## config.mk

```make
export PLATFORM = sky130hd
export DESIGN_NAME = mem_access_unit_flat
export DESIGN_NICKNAME = d
export VERILOG_FILES = /design/src/rtl/mem_access_unit_if.sv /design/src/rtl/mem_access_unit.sv /design/src/flat_wrapper.sv
export SDC_FILE = /design/constraint.sdc
export NUM_CORES = 1
export LEC_CHECK = 0
export CAP_MARGIN = 20
export CORE_UTILIZATION = 45
export CTS_CLUSTER_DIAMETER = 60
export DETAILED_ROUTE_END_ITERATION = 6
export DONT_BUFFER_PORTS = 1
export SETUP_SLACK_MARGIN = 0.15
export SKIP_LAST_GASP = 1
export SLEW_MARGIN = 15
export SYNTH_ARGS = -nofsm -noshare
export SYNTH_HDL_FRONTEND = slang
export SYNTH_SLANG_ARGS = --single-unit
```

## constraint.sdc

```tcl
create_clock -name clock -period 6.6 [get_ports clock]
set_input_delay 1.32 -clock clock [delete_from_list [all_inputs] [get_ports clock]]
set_output_delay 1.32 -clock clock [all_outputs]
set_load 0.01 [all_outputs]
```

## src/rtl/mem_access_unit_if.sv

```systemverilog
// Request/response bundle between the datapath, mem_access_unit and the word-only Memory.
// The slave modport is the adapter's view; the master modport is the datapath plus Memory side.
interface mem_access_unit_if;
  logic        req;
  logic        we;
  logic [1:0]  size;
  logic        sign_ext;
  logic [31:0] addr;
  logic [31:0] wdata;
  logic [31:0] rdata;
  logic        ready;
  logic        fault;
  logic        busy;
  logic [31:0] mem_address;
  logic        mem_write;
  logic [31:0] mem_write_data;
  logic [31:0] mem_read_data;

  modport slave (
    input  req, we, size, sign_ext, addr, wdata, mem_read_data,
    output rdata, ready, fault, busy, mem_address, mem_write, mem_write_data
  );

  modport master (
    output req, we, size, sign_ext, addr, wdata, mem_read_data,
    input  rdata, ready, fault, busy, mem_address, mem_write, mem_write_data
  );
endinterface

```

## src/rtl/mem_access_unit.sv

```systemverilog
// Byte/halfword/word load-store adapter in front of a word-addressed Memory.
// Sub-word stores use read-modify-write; loads are lane-extracted and sign/zero-extended.
module mem_access_unit #(
  parameter logic [31:0] TEXT_BASE   = 32'h0040_0000,
  parameter logic [31:0] DATA_BASE   = 32'h1001_0000,
  parameter logic [31:0] REGION_SIZE = 32'h0000_1000
) (
  input  logic            clock,
  input  logic            clear,
  mem_access_unit_if.slave bus
);
  typedef enum logic [2:0] {S_IDLE, S_READ, S_WRITE, S_DONE, S_FAULT} state_t;

  state_t      state_q, state_d;
  logic [1:0]  addr_lo_q, addr_lo_d;
  logic        we_q, we_d;
  logic [1:0]  size_q, size_d;
  logic        sext_q, sext_d;
  logic [15:0] wdata_q, wdata_d;
  logic [31:0] rdata_q, rdata_d;
  logic [31:0] merge_q, merge_d;
  logic [31:0] mem_address_q, mem_address_d;

  logic        in_text, in_data, misaligned, req_fault;
  logic [31:0] shifted, load_val, merged;

  assign in_text    = (bus.addr >= TEXT_BASE) && (bus.addr < TEXT_BASE + REGION_SIZE);
  assign in_data    = (bus.addr >= DATA_BASE) && (bus.addr < DATA_BASE + REGION_SIZE);
  assign misaligned = ((bus.size == 2'b01) && bus.addr[0]) ||
                      ((bus.size == 2'b10) && (bus.addr[1:0] != 2'b00));
  assign req_fault  = (bus.size == 2'b11) || misaligned || !(in_text || in_data) ||
                      (bus.we && in_text);

  // Target lane moved down to bit 0 so extension is lane-independent.
  assign shifted = bus.mem_read_data >> {addr_lo_q, 3'b000};

  always_comb begin
    load_val = bus.mem_read_data;
    case (size_q)
      2'b00:   load_val = sext_q ? {{24{shifted[7]}}, shifted[7:0]} : {24'h0, shifted[7:0]};
      2'b01:   load_val = sext_q ? {{16{shifted[15]}}, shifted[15:0]} : {16'h0, shifted[15:0]};
      default: load_val = bus.mem_read_data;
    endcase
  end

  always_comb begin
    merged = bus.mem_read_data;
    if (size_q == 2'b00) merged[{addr_lo_q, 3'b000} +: 8] = wdata_q[7:0];
    else                 merged[{addr_lo_q[1], 4'b0000} +: 16] = wdata_q;
  end

  always_ff @(posedge clock or posedge clear) begin
    if (clear) begin
      state_q       <= S_IDLE;
      addr_lo_q     <= 2'b00;
      we_q          <= 1'b0;
      size_q        <= 2'b00;
      sext_q        <= 1'b0;
      wdata_q       <= 16'h0;
      rdata_q       <= 32'h0;
      merge_q       <= 32'h0;
      mem_address_q <= 32'h0;
    end else begin
      state_q       <= state_d;
      addr_lo_q     <= addr_lo_d;
      we_q          <= we_d;
      size_q        <= size_d;
      sext_q        <= sext_d;
      wdata_q       <= wdata_d;
      rdata_q       <= rdata_d;
      merge_q       <= merge_d;
      mem_address_q <= mem_address_d;
    end
  end

  always_comb begin
    state_d       = state_q;
    addr_lo_d     = addr_lo_q;
    we_d          = we_q;
    size_d        = size_q;
    sext_d        = sext_q;
    wdata_d       = wdata_q;
    rdata_d       = rdata_q;
    merge_d       = merge_q;
    mem_address_d = mem_address_q;
    case (state_q)
      S_IDLE: begin
        if (bus.req) begin
          addr_lo_d = bus.addr[1:0];
          we_d      = bus.we;
          size_d    = bus.size;
          sext_d    = bus.sign_ext;
          wdata_d   = bus.wdata[15:0];
          if (req_fault) begin
            state_d = S_FAULT;
          end else begin
            mem_address_d = {bus.addr[31:2], 2'b00};
            if (bus.we && (bus.size == 2'b10)) begin
              merge_d = bus.wdata;
              state_d = S_WRITE;
            end else begin
              state_d = S_READ;
            end
          end
        end
      end
      S_READ: begin
        if (we_q) begin
          merge_d = merged;
          state_d = S_WRITE;
        end else begin
          rdata_d = load_val;
          state_d = S_DONE;
        end
      end
      S_WRITE: state_d = S_DONE;
      S_DONE:  state_d = S_IDLE;
      S_FAULT: state_d = S_IDLE;
      default: state_d = S_IDLE;
    endcase
  end

  assign bus.rdata          = rdata_q;
  assign bus.ready          = (state_q == S_DONE) || (state_q == S_FAULT);
  assign bus.fault          = (state_q == S_FAULT);
  assign bus.busy           = (state_q != S_IDLE);
  assign bus.mem_write      = (state_q == S_WRITE);
  assign bus.mem_address    = mem_address_q;
  assign bus.mem_write_data = merge_q;
endmodule

```

## src/flat_wrapper.sv

```systemverilog
// flat-port wrapper written by rule: the top's interface ports become plain ports
module mem_access_unit_flat 
#(
  parameter logic [31:0] TEXT_BASE   = 32'h0040_0000,
  parameter logic [31:0] DATA_BASE   = 32'h1001_0000,
  parameter logic [31:0] REGION_SIZE = 32'h0000_1000
)
  (clock, clear, bus_req, bus_we, bus_size, bus_sign_ext, bus_addr, bus_wdata, bus_mem_read_data, bus_rdata, bus_ready, bus_fault, bus_busy, bus_mem_address, bus_mem_write, bus_mem_write_data);
  mem_access_unit_if bus_i ();
  input  logic clock;
  input  logic clear;
  input wire logic [$bits(bus_i.req)-1:0] bus_req;
  input wire logic [$bits(bus_i.we)-1:0] bus_we;
  input wire logic [$bits(bus_i.size)-1:0] bus_size;
  input wire logic [$bits(bus_i.sign_ext)-1:0] bus_sign_ext;
  input wire logic [$bits(bus_i.addr)-1:0] bus_addr;
  input wire logic [$bits(bus_i.wdata)-1:0] bus_wdata;
  input wire logic [$bits(bus_i.mem_read_data)-1:0] bus_mem_read_data;
  output wire logic [$bits(bus_i.rdata)-1:0] bus_rdata;
  output wire logic [$bits(bus_i.ready)-1:0] bus_ready;
  output wire logic [$bits(bus_i.fault)-1:0] bus_fault;
  output wire logic [$bits(bus_i.busy)-1:0] bus_busy;
  output wire logic [$bits(bus_i.mem_address)-1:0] bus_mem_address;
  output wire logic [$bits(bus_i.mem_write)-1:0] bus_mem_write;
  output wire logic [$bits(bus_i.mem_write_data)-1:0] bus_mem_write_data;
  assign bus_i.req = bus_req;
  assign bus_i.we = bus_we;
  assign bus_i.size = bus_size;
  assign bus_i.sign_ext = bus_sign_ext;
  assign bus_i.addr = bus_addr;
  assign bus_i.wdata = bus_wdata;
  assign bus_i.mem_read_data = bus_mem_read_data;
  assign bus_rdata = bus_i.rdata;
  assign bus_ready = bus_i.ready;
  assign bus_fault = bus_i.fault;
  assign bus_busy = bus_i.busy;
  assign bus_mem_address = bus_i.mem_address;
  assign bus_mem_write = bus_i.mem_write;
  assign bus_mem_write_data = bus_i.mem_write_data;
  mem_access_unit #(.TEXT_BASE(TEXT_BASE), .DATA_BASE(DATA_BASE), .REGION_SIZE(REGION_SIZE)) u_core (.clock(clock), .clear(clear), .bus(bus_i));
endmodule
```

==> results of run 1 <==
## cell usage after synthesis (5+ instances only)
| master | n |
|---|---|
| ha_1 | 5 |
| a22oi_1 | 7 |
| nand2_1 | 129 |
| a21oi_1 | 32 |
| o22ai_1 | 8 |
| clkbuf_1 | 27 |
| a221oi_1 | 33 |
| mux2_4 | 30 |
| buf_1 | 5 |
| dfrtp_1 | 119 |
| inv_1 | 7 |
| nor2b_1 | 18 |
| mux2i_1 | 19 |
| buf_2 | 5 |
| mux2_2 | 45 |
| o21ai_0 | 86 |
| nor2_1 | 43 |
## logic make-up (layout without fill, tap and decap cells)
logic type / count (synthesis) / after routing / share of synthesized area, %
adder cells (fa/ha/maj): 5 / 5 / 0.958
flip-flops: 119 / 119 / 45.6
multiplexers: 95 / 95 / 17.9
other: 1 / 3 / 0.0574
AND/OR/NAND/NOR: 218 / 218 / 15.4
AO/OA/AOI/OAI: 173 / 173 / 16.0
buffers and inverters: 57 / 51 / 4.06
## sequential cells by signal (all words and copies together), names as in the netlist
| register | cells |
|---|---|
| u_core.wdata_q | 16 |
| u_core.size_q | 2 |
| u_core.state_q | 3 |
| u_core.bus.mem_address | 30 |
| u_core.addr_lo_q | 2 |
| u_core.we_q | 1 |
| u_core.bus.rdata | 32 |
| u_core.bus.mem_write_data | 32 |
| u_core.sext_q | 1 |
## tightest hold or removal path, stage by stage, from the launching register on
cell,delay (ns)
dfrtp_1,0.35
nand2_1,0.05
nand2_1,0.07
## routing by layer
layer  share of wire [%]  GRT usage [%]
met1                  39           32.7
met2                  45           39.7
met3                  13           12.4
met4                 2.6           10.6
met5                   0              0
## per-stage QoR
stage / setup WS (ns) / util (%)
2_1_floorplan: 2.12 / -
3_3_place_gp: 3.33 / 46.9
3_5_place_dp: 3.31 / 46.9
4_1_cts: 3.29 / 51.8
5_1_grt: 3.02 / 52.3
6_report: 3.23 / 52.3
## final cells by class
cell class | instances | area, um^2 | share of cell area (%)
diodes | 1 | 2.50 | 0.0341
inverters | 12 | 47.5 | 0.648
flip-flops and latches | 119 | 2980 | 40.6
clock inverters | 8 | 193 | 2.62
well taps | 180 | 225 | 3.07
clock buffers | 22 | 484 | 6.60
repair buffers | 9 | 110 | 1.50
multi-input cells | 493 | 3300 | 45.0
## power by group through the flow
stage	Combinational, W	Sequential (W)	Clock (W)
2_1_floorplan	0.000267	0.000853	0
3_3_place_gp	0.000287	0.000899	0
3_5_place_dp	0.000296	0.000900	0
4_1_cts	0.000299	0.000889	0.00108
5_1_grt	0.000342	0.000892	0.00112
6_report	0.000312	0.000885	0.00107
## worst paths after layout
kind,end,cells after the start
max in group asynchronous,u_core.addr_lo_q[1],2
worst min register to register,u_core.wdata_q[12],2
min in group asynchronous,u_core.bus.mem_address[17],1
worst max register to register,u_core.bus.mem_write_data[7],6
worst min-delay path,u_core.wdata_q[12],2
worst max-delay path,u_core.bus.mem_write_data[7],6
==> impl_results.md, run 1 <==
* Synth Flop Type: dfrtp_1
* Overall Power at 0.00227 W
* Cts repair resizes at 0
* Register area share after synthesis at 45.6%
* Yosys cell types at 43
* Fin. max-slew vios at 0
* Finished Layout Cells at 844
* Fin nets at 760
* Clk root buf: clkbuf_16
* Commonest non-fill, non-tap cell in the layout: nand2_1
* Drt total wl at 19300 um
* Critical Path Start: u_core.addr_lo_q[1]
* Routability Congestion at 0.853
* Worst stage delay on the critical path at 1.08 ns
* Crit-path max FO at 54
* Synth warn at 0
* Worst setup SP type: flop
* # clock sinks at 119
* Final hold slack at 0.510 ns
* Syn avg cell area at 9.77 um^2
* Number of global-route vias before repair at 5170
* Crit path DAT at 3.73 ns
* Worst Hold Class: reg -> reg
* Max rail drop VDD at 0.186 mV
* Crit path buf inv count at 1
* Switching power total at 0.000582 W
* Number of top-level pins at 203
* Post-Syn Instances at 668
* CTS buffer count at 17
* Drt pass-1 iters at 5
* CP max-delay cell: dfrtp_2
* Design Area, Final at 7340 um^2
* Hold buffer count at CTS at 0
* Top cell type's share of synthesized area at 45.6%
* Vias at 5200
* CP Capture Type: flop
* R2R Setup Slk at 3.23 ns
* Period minus WS final at 3.37 ns
* Main area contributors after synthesis: dfrtp_1, mux2_2, nand2_1
* Combinational power share at 13.8%
* CTS clk-pin slew, worst paths at 0.06 ns
* Residual DRC at 0
* Post-DP HPWL at 13700 um
* Pwr per Cell Area at 309 nW/um^2
* Synthesized area at 6530 um^2
* Clock share of power at 47.2%
* Reg2reg start: u_core.addr_lo_q[1]
* Area post-placement at 6590 um^2
* Req. time, crit path at 6.96 ns
* Power Internal at 0.00168 W
* Hold path startpoint: u_core.wdata_q[12]
* Congestion Overflow GR at 0
* WL/cell at 22.9 um
* Post-route ant nets at 0
* Number of flops mapped to enable cells by yosys at 0
* Most frequent cells in the layout: nand2_1, dfrtp_1, o21ai_0, mux2_2, nor2_1
* Synth area leader: dfrtp_1
* Global-route wire length before repair at 29400 um
* Actual slew at the worst max-slew pin at 1.10 ns
* Total Neg Setup Slack at 0 ns
* Delay-heaviest family, CP: flip-flops
* Row Count at 43
* Crit-path cells: inv_1, ha_1, nor4b_2, a221oi_1, o21ai_0, mux2_4
* Outcome: completed
* Clk Latency, worst-skew pair at 0.42 ns
* Flops & latches, synth at 119
* Starting Density at 46.5%
* Vias per inst at 6.16
* Max_slew headroom at 26.6%
* Die Y at 122 um
* Syn-to-layout area delta at 12.5%
* Layout cell share with drive strength beyond 1 at 19.2%
* Async SR Flop Fraction at 100%
* Setup bufs post-CTS at 0
* Core area at 14000 um^2
* RSZ-0062 raised after global routing: false
* Initial antenna violation count at 0
* Seq pwr share at 39.0%
* Max cap viols at 0
* Die X at 122 um
* Final period utilization at 51.1%
* Placed cell count at 809
* CTS Buffer Depth at 2
* CTS tree: done
* I/O Buffers at 0
* Setup-failing EPs final at 0
* Clock Skew at 0.0108 ns
* Largest net degree at the start of global routing at 71
* Initial DRC count at 494
* Peak Freq at 0.296 GHz
* Total GRT Usage at 26.4%
* Final Hold Vio Count at 0
* Setup CP Type: reg -> reg
* Sw Ratio at 25.7%
* Leak at 3.44 nW
* H-tree depth at 4
* Filler cells at 1234
* Die area at 15000 um^2
Note: power is estimated with default switching activity, not from simulation.
==> inputs of run 2 (changes only) <==
Clock period 6.6 ns to 3.4 ns, I/O delays scaled along.
==> run 2 against run 1 <==
Compared with the run above:
- sequential power increased by 90%
- non-clock buffer count increased by 6
- cell area decreased by 0.39%
- core utilization decreased by 0.20 points
- total power increased by 87%
- die area unchanged
- combinational power increased by 100%
- critical path depth decreased by 1
- hold slack got worse by 0.46 ns
- largest power group unchanged
==> impl_results.md, run 2 (same netlist as run 1, synthesis figures left out) <==
* Drt total wl at 18800 um (was 19300 um)
* Die area at 15000 um^2 (unchanged)
* Crit-path cells: nor3_2, inv_1, o21ai_4, buf_4, mux2_4 (was inv_1, ha_1, nor4b_2, a221oi_1, o21ai_0, mux2_4)
* Setup bufs post-CTS at 0 (unchanged)
* WL/cell at 22.1 um (was 22.9 um)
* Req. time, crit path at 3.70 ns (was 6.96 ns)
* Cts repair resizes at 0 (unchanged)
* Most frequent cells in the layout: nand2_1, dfrtp_1, o21ai_0, mux2_2, nor2_1 (unchanged)
* Initial antenna violation count at 0 (unchanged)
* Max_slew headroom at 26.5% (was 26.6%)
* Total Neg Setup Slack at 0 ns (unchanged)
* CTS clk-pin slew, worst paths at 0.06 ns (about the same)
* Fin nets at 766 (was 760)
* Fin. max-slew vios at 0 (unchanged)
* Actual slew at the worst max-slew pin at 1.10 ns (about the same)
* Finished Layout Cells at 851 (was 844)
* Core area at 14000 um^2 (unchanged)
* Pwr per Cell Area at 580 nW/um^2 (was 309 nW/um^2)
* Residual DRC at 0 (unchanged)
* CP max-delay cell: o21ai_4 (was dfrtp_2)
* Routing usage on met2 at 39.5% (was 39.7%)
* Hold buffer count at CTS at 0 (unchanged)
* Commonest non-fill, non-tap cell in the layout: nand2_1 (unchanged)
* Number of diodes at 0 (was 1)
* Area post-placement at 6680 um^2 (was 6590 um^2)
* Starting Density at 46.5% (unchanged)
* Final period utilization at 77.6% (was 51.1%)
* Period minus WS final at 2.64 ns (was 3.37 ns)
* Drt pass-1 iters at 5 (unchanged)
* Number of global-route vias before repair at 5130 (was 5170)
* Clock Skew at 0.00710 ns (was 0.0108 ns)
* Vias at 5171 (was 5200)
* # clock sinks at 119 (unchanged)
* Largest net degree at the start of global routing at 54 (was 71)
* Clk Latency, worst-skew pair at 0.42 ns (about the same)
* Max cap viols at 0 (unchanged)
* GR Layer Usage met3 at 9.53% (was 12.4%)
* Crit path DAT at 2.94 ns (was 3.73 ns)
* Worst stage delay on the critical path at 0.88 ns (was 1.08 ns)
* I/O Buffers at 0 (unchanged)
* Post-DP HPWL at 13700 um (about the same)
* Row Count at 43 (unchanged)
* M1 GR Usage at 32.0% (was 32.7%)
* CTS tree: done (unchanged)
* Die X at 122 um (unchanged)
* Worst setup SP type: flop (unchanged)
* Total GRT Usage at 25.7% (was 26.4%)
* Syn-to-layout area delta at 12.0% (was 12.5%)
* Clk root buf: clkbuf_16 (unchanged)
* H-tree depth at 4 (unchanged)
* Worst Hold Class: in -> async (was reg -> reg)
* Post-route ant nets at 0 (unchanged)
* Crit-path max FO at 23 (was 54)
* Final Hold Vio Count at 0 (unchanged)
* Final core occ at 52.1% (was 52.3%)
* Die Y at 122 um (unchanged)
* Initial DRC count at 386 (was 494)
* Vias per inst at 6.08 (was 6.16)
* Overall Power at 0.00424 W (was 0.00227 W)
* Setup-failing EPs final at 0 (unchanged)
* Placed cell count at 819 (was 809)
* Design Area, Final at 7310 um^2 (was 7340 um^2)
* CTS Buffer Depth at 2 (unchanged)
* Congestion Overflow GR at 0 (unchanged)
* Max rail drop VDD at 0.350 mV (was 0.186 mV)
* Layout cell share with drive strength beyond 1 at 19.8% (was 19.2%)
* Outcome: completed (unchanged)
* CTS buffer count at 17 (unchanged)
* Routability Congestion at 0.846 (was 0.853)
* Setup CP Type: reg -> reg (unchanged)
* Number of top-level pins at 203 (unchanged)
* RSZ-0062 raised after global routing: false (unchanged)
* CP Capture Type: flop (unchanged)
* Global routing's busiest layer: met2 (unchanged)
* Peak Freq at 0.379 GHz (was 0.296 GHz)
* Leak at 3.44 nW (about the same)
* Global-route wire length before repair at 28400 um (was 29400 um)
## run 2: stage by stage
stage	hold WS, ns	setup WS (ns)
floorplan	0.458	1.09
global placement	0.474	0.651
detailed placement	0.475	0.620
CTS	0.0356	0.733
global route	0.0399	0.592
finish	0.0459	0.760
## run 2: final cells by class
class                      instances  area (um^2)
inverter                          12         48.8
sequential                       119         2980
multi-input combinational        493         3300
tap                              180          225
timing repair buffer              15          125
clock buffer                      24          492
fill                            1265         6730
clock inverter                     8          143
## run 2: worst max-delay path, delay by kind of cell, from the launching register on
kind	cells	cell delay [ns]
compound gates	1	0.88
buf+inv	2	0.56
flops	1	0.46
mux	1	0.33
simple gates	1	0.29
## run 2: where the power goes
group,leakage (nW),total [W],switching [W],internal [W]
clock,0.310,0.00193,0.000631,0.00130
combinational,1.60,0.000633,0.000337,0.000296
sequential,1.53,0.00168,0.000150,0.00153
## run 2: worst paths after layout
path	from	to	slack, ns	depth (start not counted)
max reg2reg	u_core.state_q[0]	u_core.bus.mem_write_data[1]	0.76	5
min reg2reg	u_core.wdata_q[8]	u_core.wdata_q[8]	0.50	2
min	clear	u_core.we_q	0.05	1
max	u_core.state_q[0]	u_core.bus.mem_write_data[1]	0.76	5
max in group asynchronous	clear	u_core.bus.rdata[21]	2.73	2
min in group clock	bus_wdata[7]	u_core.wdata_q[7]	0.37	2
## run 2: metal layers
layer | share of wire [%] | vias up
met4 | 3.1 | 0
met1 | 41 | 2520
li1 | - | 2348
met2 | 46 | 267
met3 | 10 | 36
met5 | 0 | -
